$ cat src/rtl/ion_sensor_responder_if.sv
// Signal bundle between the ion sensor responder, its request sources, the sensor and the result sink.
// master = responder side, slave = environment side.
interface ion_sensor_responder_if;
    logic [7:0]  i_s_request;
    logic [7:0]  stream_active;
    logic        sensor_ready;
    logic        sensor_valid;
    logic [15:0] sensor_data;
    logic        out_ready;
    logic        sensor_start;
    logic [2:0]  sensor_channel;
    logic        out_valid;
    logic [2:0]  out_stream;
    logic [15:0] out_data;
    logic [7:0]  pending;
    logic [7:0]  overrun;
    logic        timeout_err;

    // Handshakes: a transfer happens on a rising edge where valid (sensor_start / sensor_valid /
    // out_valid) and the matching ready are both 1; the source holds payload stable until then.
    modport master (
        input  i_s_request, stream_active, sensor_ready, sensor_valid, sensor_data, out_ready,
        output sensor_start, sensor_channel, out_valid, out_stream, out_data,
        output pending, overrun, timeout_err
    );

    modport slave (
        output i_s_request, stream_active, sensor_ready, sensor_valid, sensor_data, out_ready,
        input  sensor_start, sensor_channel, out_valid, out_stream, out_data,
        input  pending, overrun, timeout_err
    );
endinterface

$ cat src/rtl/ion_sensor_responder.sv
// Collects per-stream sample requests, serves them round-robin through a single sensor
// command/response port and hands each captured sample downstream.
module ion_sensor_responder #(
    parameter logic [15:0] TIMEOUT = 16'd1000
) (
    input  logic                           clock,
    input  logic                           resetn,
    ion_sensor_responder_if.master         bus,
    output logic [1:0]                     dbg_state_o
);
    typedef enum logic [1:0] {
        IDLE    = 2'd0,
        ISSUE   = 2'd1,
        WAIT    = 2'd2,
        DELIVER = 2'd3
    } state_e;

    state_e      state_q, state_d;
    logic [2:0]  last_grant_q, last_grant_d;
    logic [2:0]  channel_q, channel_d;
    logic [2:0]  out_stream_q, out_stream_d;
    logic [15:0] cnt_q, cnt_d;
    logic [15:0] out_data_q, out_data_d;
    logic [7:0]  pending_q, pending_d;
    logic [7:0]  overrun_q, overrun_d;
    logic        timeout_q, timeout_d;

    logic [7:0]  grant_vec;
    logic [7:0]  req_eff;
    logic [2:0]  rr_idx;
    logic        rr_found;

    // Round-robin search starting one past the last granted stream.
    always_comb begin
        rr_idx   = '0;
        rr_found = 1'b0;
        for (int k = 1; k <= 8; k++) begin
            if (!rr_found && pending_q[last_grant_q + 3'(k)]) begin
                rr_found = 1'b1;
                rr_idx   = last_grant_q + 3'(k);
            end
        end
    end

    always_comb begin
        state_d      = state_q;
        last_grant_d = last_grant_q;
        channel_d    = channel_q;
        out_stream_d = out_stream_q;
        cnt_d        = cnt_q;
        out_data_d   = out_data_q;
        timeout_d    = 1'b0;
        grant_vec    = '0;
        case (state_q)
            IDLE: begin
                if (rr_found) begin
                    grant_vec    = 8'b1 << rr_idx;
                    channel_d    = rr_idx;
                    last_grant_d = rr_idx;
                    state_d      = ISSUE;
                end
            end
            ISSUE: begin
                if (bus.sensor_ready) begin
                    cnt_d   = '0;
                    state_d = WAIT;
                end
            end
            WAIT: begin
                // A sample arriving on the last allowed cycle still counts.
                if (bus.sensor_valid) begin
                    out_data_d   = bus.sensor_data;
                    out_stream_d = channel_q;
                    state_d      = DELIVER;
                end else if (cnt_q == (TIMEOUT - 16'd1)) begin
                    timeout_d = 1'b1;
                    state_d   = IDLE;
                end else begin
                    cnt_d = cnt_q + 16'd1;
                end
            end
            DELIVER: begin
                if (bus.out_ready) begin
                    state_d = IDLE;
                end
            end
            default: state_d = IDLE;
        endcase
    end

    // Deactivation beats a same-cycle request; a request beats a same-cycle grant.
    always_comb begin
        req_eff   = bus.i_s_request & bus.stream_active;
        pending_d = ((pending_q & ~grant_vec) | req_eff) & bus.stream_active;
        overrun_d = overrun_q | (req_eff & pending_q & ~grant_vec);
    end

    always_ff @(posedge clock or negedge resetn) begin
        if (!resetn) begin
            state_q      <= IDLE;
            last_grant_q <= 3'd7;
            channel_q    <= '0;
            out_stream_q <= '0;
            cnt_q        <= '0;
            out_data_q   <= '0;
            pending_q    <= '0;
            overrun_q    <= '0;
            timeout_q    <= 1'b0;
        end else begin
            state_q      <= state_d;
            last_grant_q <= last_grant_d;
            channel_q    <= channel_d;
            out_stream_q <= out_stream_d;
            cnt_q        <= cnt_d;
            out_data_q   <= out_data_d;
            pending_q    <= pending_d;
            overrun_q    <= overrun_d;
            timeout_q    <= timeout_d;
        end
    end

    assign bus.sensor_start   = (state_q == ISSUE);
    assign bus.sensor_channel = channel_q;
    assign bus.out_valid      = (state_q == DELIVER);
    assign bus.out_stream     = out_stream_q;
    assign bus.out_data       = out_data_q;
    assign bus.pending        = pending_q;
    assign bus.overrun        = overrun_q;
    assign bus.timeout_err    = timeout_q;
    assign dbg_state_o        = state_q;
endmodule

$ cat src/flat_wrapper.sv
// flat-port wrapper written by rule: the top's interface ports become plain ports
module ion_sensor_responder_flat 
#(
    parameter logic [15:0] TIMEOUT = 16'd1000
)
  (clock, resetn, dbg_state_o, bus_i_s_request, bus_stream_active, bus_sensor_ready, bus_sensor_valid, bus_sensor_data, bus_out_ready, bus_sensor_start, bus_sensor_channel, bus_out_valid, bus_out_stream, bus_out_data, bus_pending, bus_overrun, bus_timeout_err);
  ion_sensor_responder_if bus_i ();
  input  logic clock;
  input  logic resetn;
  output logic [1:0] dbg_state_o;
  input wire logic [$bits(bus_i.i_s_request)-1:0] bus_i_s_request;
  input wire logic [$bits(bus_i.stream_active)-1:0] bus_stream_active;
  input wire logic [$bits(bus_i.sensor_ready)-1:0] bus_sensor_ready;
  input wire logic [$bits(bus_i.sensor_valid)-1:0] bus_sensor_valid;
  input wire logic [$bits(bus_i.sensor_data)-1:0] bus_sensor_data;
  input wire logic [$bits(bus_i.out_ready)-1:0] bus_out_ready;
  output wire logic [$bits(bus_i.sensor_start)-1:0] bus_sensor_start;
  output wire logic [$bits(bus_i.sensor_channel)-1:0] bus_sensor_channel;
  output wire logic [$bits(bus_i.out_valid)-1:0] bus_out_valid;
  output wire logic [$bits(bus_i.out_stream)-1:0] bus_out_stream;
  output wire logic [$bits(bus_i.out_data)-1:0] bus_out_data;
  output wire logic [$bits(bus_i.pending)-1:0] bus_pending;
  output wire logic [$bits(bus_i.overrun)-1:0] bus_overrun;
  output wire logic [$bits(bus_i.timeout_err)-1:0] bus_timeout_err;
  assign bus_i.i_s_request = bus_i_s_request;
  assign bus_i.stream_active = bus_stream_active;
  assign bus_i.sensor_ready = bus_sensor_ready;
  assign bus_i.sensor_valid = bus_sensor_valid;
  assign bus_i.sensor_data = bus_sensor_data;
  assign bus_i.out_ready = bus_out_ready;
  assign bus_sensor_start = bus_i.sensor_start;
  assign bus_sensor_channel = bus_i.sensor_channel;
  assign bus_out_valid = bus_i.out_valid;
  assign bus_out_stream = bus_i.out_stream;
  assign bus_out_data = bus_i.out_data;
  assign bus_pending = bus_i.pending;
  assign bus_overrun = bus_i.overrun;
  assign bus_timeout_err = bus_i.timeout_err;
  ion_sensor_responder #(.TIMEOUT(TIMEOUT)) u_core (.clock(clock), .resetn(resetn), .bus(bus_i), .dbg_state_o(dbg_state_o));
endmodule
$ cat config.mk
export PLATFORM = sky130hd
export DESIGN_NAME = ion_sensor_responder_flat
export DESIGN_NICKNAME = d
export VERILOG_FILES = /design/src/rtl/ion_sensor_responder_if.sv /design/src/rtl/ion_sensor_responder.sv /design/src/flat_wrapper.sv
export SDC_FILE = /design/constraint.sdc
export NUM_CORES = 1
export LEC_CHECK = 0
export CORE_ASPECT_RATIO = 0.6
export CORE_MARGIN = 8
export CORE_UTILIZATION = 40
export DETAILED_ROUTE_END_ITERATION = 10
export PLACE_DENSITY = 0.68
export RECOVER_POWER = 25
export SYNTH_ARGS = -nofsm -noshare
export SYNTH_HDL_FRONTEND = slang
export SYNTH_SLANG_ARGS = --single-unit
$ cat constraint.sdc
create_clock -name clock -period 3.7 [get_ports clock]
set_input_delay 0.74 -clock clock [delete_from_list [all_inputs] [get_ports clock]]
set_output_delay 0.74 -clock clock [all_outputs]
set_load 0.02 [all_outputs]
==> results of run 1 <==
==> worst paths after layout <==
check                                              startpoint                                 to  depth (start not counted)
setup / recovery           u_core.last_grant_q[0]$_DFFE_PN1P_    u_core.bus.pending[7]$_DFF_PN0_                         11
hold / removal                u_core.bus.overrun[1]$_DFF_PN0_    u_core.bus.overrun[1]$_DFF_PN0_                          2
setup reg to reg           u_core.last_grant_q[0]$_DFFE_PN1P_    u_core.bus.pending[7]$_DFF_PN0_                         11
hold reg to reg               u_core.bus.overrun[1]$_DFF_PN0_    u_core.bus.overrun[1]$_DFF_PN0_                          2
max in group asynchronous                              resetn        u_core.cnt_q[9]$_DFFE_PN0P_                          1
min in group asynchronous                              resetn  u_core.dbg_state_o[0]$_DFFE_PN0P_                          1
==> sequential cells by signal, indices dropped and copies added, names as in the netlist <==
register and count:
u_core.bus.out_stream 3, u_core.bus.pending 8, u_core.dbg_state_o 2, u_core.last_grant_q 3
u_core.bus.overrun 8, u_core.bus.sensor_channel 3, u_core.bus.out_data 16, u_core.cnt_q 16
u_core.bus.timeout_err 1
==> cells in the final DEF (no fill, tap or decap), types with 3 or more instances in the layout <==
| master | netlist | routed |
|---|---|---|
| a31oi_1 | 9 | 9 |
| mux2i_1 | 14 | 9 |
| o21bai_1 | 4 | 4 |
| and3_1 | 5 | 5 |
| mux2_2 | 29 | 29 |
| buf_4 | 2 | 34 |
| dfstp_2 | 3 | 3 |
| clkdlybuf4s50_1 | 0 | 78 |
| a211oi_1 | 5 | 5 |
| a211o_1 | 3 | 3 |
| nand2_1 | 25 | 25 |
| nand4_1 | 7 | 7 |
| a21oi_1 | 19 | 19 |
| inv_1 | 12 | 12 |
| nor3_1 | 6 | 6 |
| nor4_1 | 3 | 3 |
| o31ai_1 | 3 | 3 |
| o21ai_0 | 24 | 23 |
| nor2_1 | 27 | 27 |
| mux4_2 | 7 | 7 |
| and2_1 | 7 | 7 |
| clkinvlp_4 | 0 | 3 |
| clkbuf_16 | 0 | 9 |
| mux2i_2 | 0 | 3 |
| nand3_1 | 11 | 11 |
| xor2_1 | 10 | 10 |
| dfrtp_1 | 57 | 57 |
==> cells in the mapped netlist, types with 9 or more instances <==
master / number
inv_1: 12
mux2i_1: 14
a21oi_1: 19
o21ai_0: 24
a31oi_1: 9
dfrtp_1: 57
nand2_1: 25
nor2_1: 27
mux2_2: 29
xor2_1: 10
clkbuf_1: 9
nand3_1: 11
==> area by class of cell <==
cell class,count,share of cell area
Clock inverter,7,0.01956
Clock buffer,9,0.04402
Timing Repair Buffer,114,0.2042
Inverter,13,0.009538
Tap cell,116,0.02837
Sequential cell,60,0.2942
Multi-Input combinational cell,267,0.4001
==> cells by family (layout without fill, tap and decap cells) <==
family,after synthesis,in the layout,share of synthesized area
AND/OR/NAND/NOR,110,110,0.1575
AO/OA/AOI/OAI,91,91,0.1727
flip-flops,60,60,0.4164
multiplexers,50,50,0.1727
buffers and inverters,30,143,0.03669
XOR/XNOR,13,13,0.03358
adder cells (fa/ha/maj),3,3,0.01039
==> power groups by stage <==
| stage | registers, W | clock network [W] | logic (W) |
|---|---|---|---|
| floorplan | 0.00118 | 0 | 0.00194 |
| global placement | 0.00107 | 0 | 0.00326 |
| detailed placement | 0.00108 | 0 | 0.00323 |
| CTS | 0.00107 | 0.000911 | 0.00327 |
| global route | 0.00110 | 0.000940 | 0.00377 |
| finish | 0.00107 | 0.000894 | 0.00352 |
==> critical path: stages, from the launching register on <==
cell	delay (ns)
dfstp_2	0.56
inv_1	0.09
ha_4	0.29
buf_4	0.13
mux2i_4	0.26
mux2i_2	0.11
o221a_1	0.29
or4_4	0.51
or4_4	0.56
a2bb2oi_4	0.21
nor3b_4	0.33
a31oi_1	0.16
==> per-stage QoR <==
step	cell area [um^2]	setup TNS (ns)	total power (W)	hold WS (ns)	setup WS (ns)
2_1_floorplan	3675	0	0.003125	0.4444	0.004143
6_report	5116	0	0.005483	0.4848	0.07146
3_3_place_gp	4693	0	0.004328	0.4641	0.05720
4_1_cts	5026	0	0.005243	0.4874	0.06154
5_1_grt	5116	-0.08461	0.005811	0.5077	-0.06526
3_5_place_dp	4693	0	0.004312	0.4829	0.002561
==> timing repair <==
action                                  CTS  global route
endpoints found under the setup margin    1             8
resized for setup                         0             8
setup buffers                             1             8
pin swaps                                 0             4
==> per-layer routing <==
| layer | track usage | vias up | part of all wire |
|---|---|---|---|
| met2 | 0.2440 | 166 | 0.39 |
| met3 | 0.07493 | 16 | 0.12 |
| met1 | 0.2626 | 1608 | 0.47 |
| met4 | 0.05440 | 0 | 0.016 |
| li1 | - | 1555 | - |
| met5 | 0 | - | 0 |
==> flow_metrics.tcl, run 1 <==
set metrics [dict create \
    start_kind "flop" \
    cts_tree "yes" \
    period_minus_slack_ns 3.629 \
    tightest_slew_ns 2.550 \
    hpwl_um 8476 \
    powerDensity_nw_per_um2 1072 \
    vias_per_cell 5.708 \
    fin_cells 586 \
    synthesis.area_um2 3615 \
    antenna_cells 0 \
    cts.sinks 60 \
    drive_gt1_frac 0.2298 \
    fin_crit_sh 0.9807 \
    swShare 0.4320 \
    synth_top_area_share 0.3946 \
    yosysWarnings 0 \
    synth_nets 397 \
    io_pins 80 \
    maxSlewHeadroom -0.7001 \
    gr-total-overflow 0 \
    place_inst 561 \
    drc 0 \
    violations "capacitance limit, slew limit" \
    critPathArrivalTime_ns 3.82 \
    clockPowerShare 0.163 \
    synth.area.top_cells "dfrtp_1, mux2_2, mux4_2" \
    crit_fanout 5 \
    fp.dieW_um 138.7 \
    drt-initial-drc-count 257 \
    p_switching_w 0.002369 \
    drt_first_pass_iters 5 \
    reg2reg_slack_ns 0.07 \
    ys_ff_latch 60 \
    syn2layout_area_growth_pct 41.54 \
    io_buffer_count 79 \
    antenna_found_initial 0 \
    wl_per_cell_um 19.30 \
    netlist_instances 357 \
    grt_pass1_vias 3189 \
    fp.dieArea_um2 12430 \
    finClkSkew_ns 0.006276 \
    nets 505 \
    leakagePower_nw 2.115 \
    clock_path_buffers 2 \
    coreArea_um2 8986 \
    hold_violations 0 \
    cts_made_buffers 9 \
    multi_input_area_um2 2047 \
    die_h_um 89.64 \
    utilization 0.5693 \
    path_clk_slew_ns 0.05 \
    path_class "reg -> reg" \
    peakVddDrop_uv 698.8 \
    grt_max_degree 49 \
    synth.distinct_cells 61 \
    gp_congestion 1.007 \
    status "finished with violations" \
    hold_buffers 0 \
    setup-violations-final 0 \
    drv_slew 49 \
    hp-class "reg -> reg" \
    rsz0062_at_grt "true" \
    cts_root_buf "clkbuf_16" \
    synth-edff-count 0 \
    fmax_mhz 275.6 \
    fillers 760 \
    p_seq_frac 0.196 \
    seq_area_um2 1505 \
    grt_pass1_wl_um 17710 \
    syn_area_per_cell_um2 10.13 \
    p_int_w 0.003114 \
    num_rows 27 \
    synthArstFlopShare 1.000 \
    vias 3345 \
    ys_seq_area_frac 0.4164 \
    drv_cap 1 \
    crit_required_ns 3.89 \
    yosysTopAreaCell "dfrtp_1" \
    antenna_left 0 \
    ys.flop_type "dfrtp_1" \
    start_util 0.4023 \
    cts_htree_levels 3 \
    comb_power_share 0.641 \
    routed_wl_um 11310 \
    clk_latency_ns 0.33 \
    track_usage 0.1835 \
    end_kind "flop" \
]
No activity file was read; power rests on OpenSTA's default activity.
==> run 2, diff against run 1 <==
--- a/config.mk
+++ b/config.mk
@@ -9,8 +9,8 @@
 export CORE_MARGIN = 8
 export CORE_UTILIZATION = 40
 export DETAILED_ROUTE_END_ITERATION = 10
-export PLACE_DENSITY = 0.68
-export RECOVER_POWER = 25
+export PLACE_DENSITY = 0.65
+export RECOVER_POWER = 100
 export SYNTH_ARGS = -nofsm -noshare
 export SYNTH_HDL_FRONTEND = slang
 export SYNTH_SLANG_ARGS = --single-unit
==> flow_metrics.tcl, run 2 (same netlist as run 1, synthesis figures left out) <==
set metrics [dict create \
    drv_slew 0 \
    cts_tree "yes" \
    grt_max_degree 41 \
    critPathArrivalTime_ns 3.77 \
    io_pins 80 \
    finClkSkew_ns 0.008136 \
    hp-class "reg -> reg" \
    crit_fanout 12 \
    start_kind "flop" \
    cts.sinks 60 \
    clock_path_buffers 2 \
    powerDensity_nw_per_um2 1025 \
    clk_latency_ns 0.33 \
    drt-initial-drc-count 254 \
    antenna_left 0 \
    rsz0062_at_grt "false" \
    wl_per_cell_um 19.29 \
    coreArea_um2 8986 \
    fin_crit_sh 0.9620 \
    maxSlewHeadroom 0.2774 \
    fp.dieArea_um2 12430 \
    utilization 0.5581 \
    vias 3265 \
    drt_first_pass_iters 5 \
    drc 0 \
    cts_made_buffers 9 \
    hpwl_um 8465 \
    hold_buffers 0 \
    hold_slack_ns 0.4847 \
    num_rows 27 \
    place_inst 561 \
    gr-total-overflow 0 \
    io_buffer_count 79 \
    drv_cap 0 \
    syn2layout_area_growth_pct 38.73 \
    vias_per_cell 5.659 \
    gp_congestion 0.9271 \
    nets 498 \
    cts_htree_levels 3 \
    drive_gt1_frac 0.2039 \
    start_util 0.4023 \
    fin_cells 577 \
    fp.dieW_um 138.7 \
    grt_pass1_vias 3202 \
    end_kind "flop" \
    setup-violations-final 0 \
    fin_tns_setup_ns 0 \
    die_h_um 89.64 \
    path_clk_slew_ns 0.05 \
    status "finished, final reports clean" \
    antenna_cells 0 \
    leakagePower_nw 2.084 \
    track_usage 0.1817 \
    crit_required_ns 3.91 \
    hold_violations 0 \
    finalPower_w 0.005142 \
    reg2reg_slack_ns 0.14 \
    path_class "reg -> reg" \
    peakVddDrop_uv 470.1 \
    grt_pass1_wl_um 17510 \
    antenna_found_initial 0 \
    tightest_slew_ns 1.084 \
    routed_wl_um 11130 \
    cts_root_buf "clkbuf_16" \
    fmax_mhz 281.0 \
    layout_commonest_cell "dfrtp_1" \
    layout_common_cells "dfrtp_1, dlygate4sd3_1, clkdlybuf4s50_1, mux2_2, nor2_1" \
    period_minus_slack_ns 3.559 \
]
[run 2: cell count changes in the layout (fill, tap and decap cells not counted), moves of 3 or more]
cell,before,now
clkdlybuf4s50_1,78,34
dlygate4sd3_1,0,44
buf_4,34,25
clkbuf_1,1,4
clkinvlp_4,3,0
[run 2: timing repair]
| item | 4_1_cts | 5_1_grt |
|---|---|---|
| setup endpoints to repair | 0 | 5 |
| buffers inserted | 0 | 2 |
| gates resized for setup | 0 | 4 |
| hold endpoints to repair | 0 | 0 |
[run 2: area by class of cell]
| class | instances | area [um^2] |
|---|---|---|
| clock buffers | 12 | 256.5 |
| clock inverters | 2 | 35.03 |
| fillers | 794 | 3971 |
| inverters | 13 | 48.80 |
| flip-flops and latches | 60 | 1505 |
| repair buffers | 107 | 984.7 |
| multi-input cells | 267 | 2039 |
| well taps | 116 | 145.1 |
[run 2: worst max-delay path, stage by stage, from the launching register on]
cell,delay (ns)
dfstp_2,0.53
buf_4,0.21
mux2_2,0.38
mux4_2,0.53
or4_4,0.56
or4_4,0.57
a2bb2oi_4,0.24
nor3b_4,0.31
a31oi_1,0.11
[run 2: per-layer routing]
metal	vias up	GRT usage	routed length (um)
li1	1544	-	-
met1	1539	0.2552	5467
met2	169	0.2409	4429
met3	13	0.08496	1114
met4	0	0.04946	121
met5	-	0	0
[run 2: where the power goes]
group          leakage, nW  internal [W]  switching, W  total, W
Combinational         1.22       0.00145       0.00181   0.00326
Sequential           0.724      0.000861      0.000190   0.00105
Clock                0.145      0.000548      0.000284  0.000832
Total                 2.08       0.00286       0.00228   0.00514
[run 2: per-stage QoR]
stage	setup slack [ns]	cell area (um^2)
4_1_cts	0.1068	4985
6_report	0.1407	5015
3_5_place_dp	0.1235	4693
5_1_grt	0.004442	5015
3_3_place_gp	0.1729	4693
2_1_floorplan	0.004143	3675
[run 2: worst paths after layout]
check | startpoint | end | cells past startpoint
min in group asynchronous | resetn | u_core.cnt_q[11]$_DFFE_PN0P_ | 1
max in group asynchronous | resetn | u_core.bus.pending[1]$_DFF_PN0_ | 2
max | u_core.last_grant_q[1]$_DFFE_PN1P_ | u_core.bus.pending[7]$_DFF_PN0_ | 8
min reg2reg | u_core.bus.overrun[1]$_DFF_PN0_ | u_core.bus.overrun[1]$_DFF_PN0_ | 2
max reg2reg | u_core.last_grant_q[1]$_DFFE_PN1P_ | u_core.bus.pending[7]$_DFF_PN0_ | 8
min | u_core.bus.overrun[1]$_DFF_PN0_ | u_core.bus.overrun[1]$_DFF_PN0_ | 2
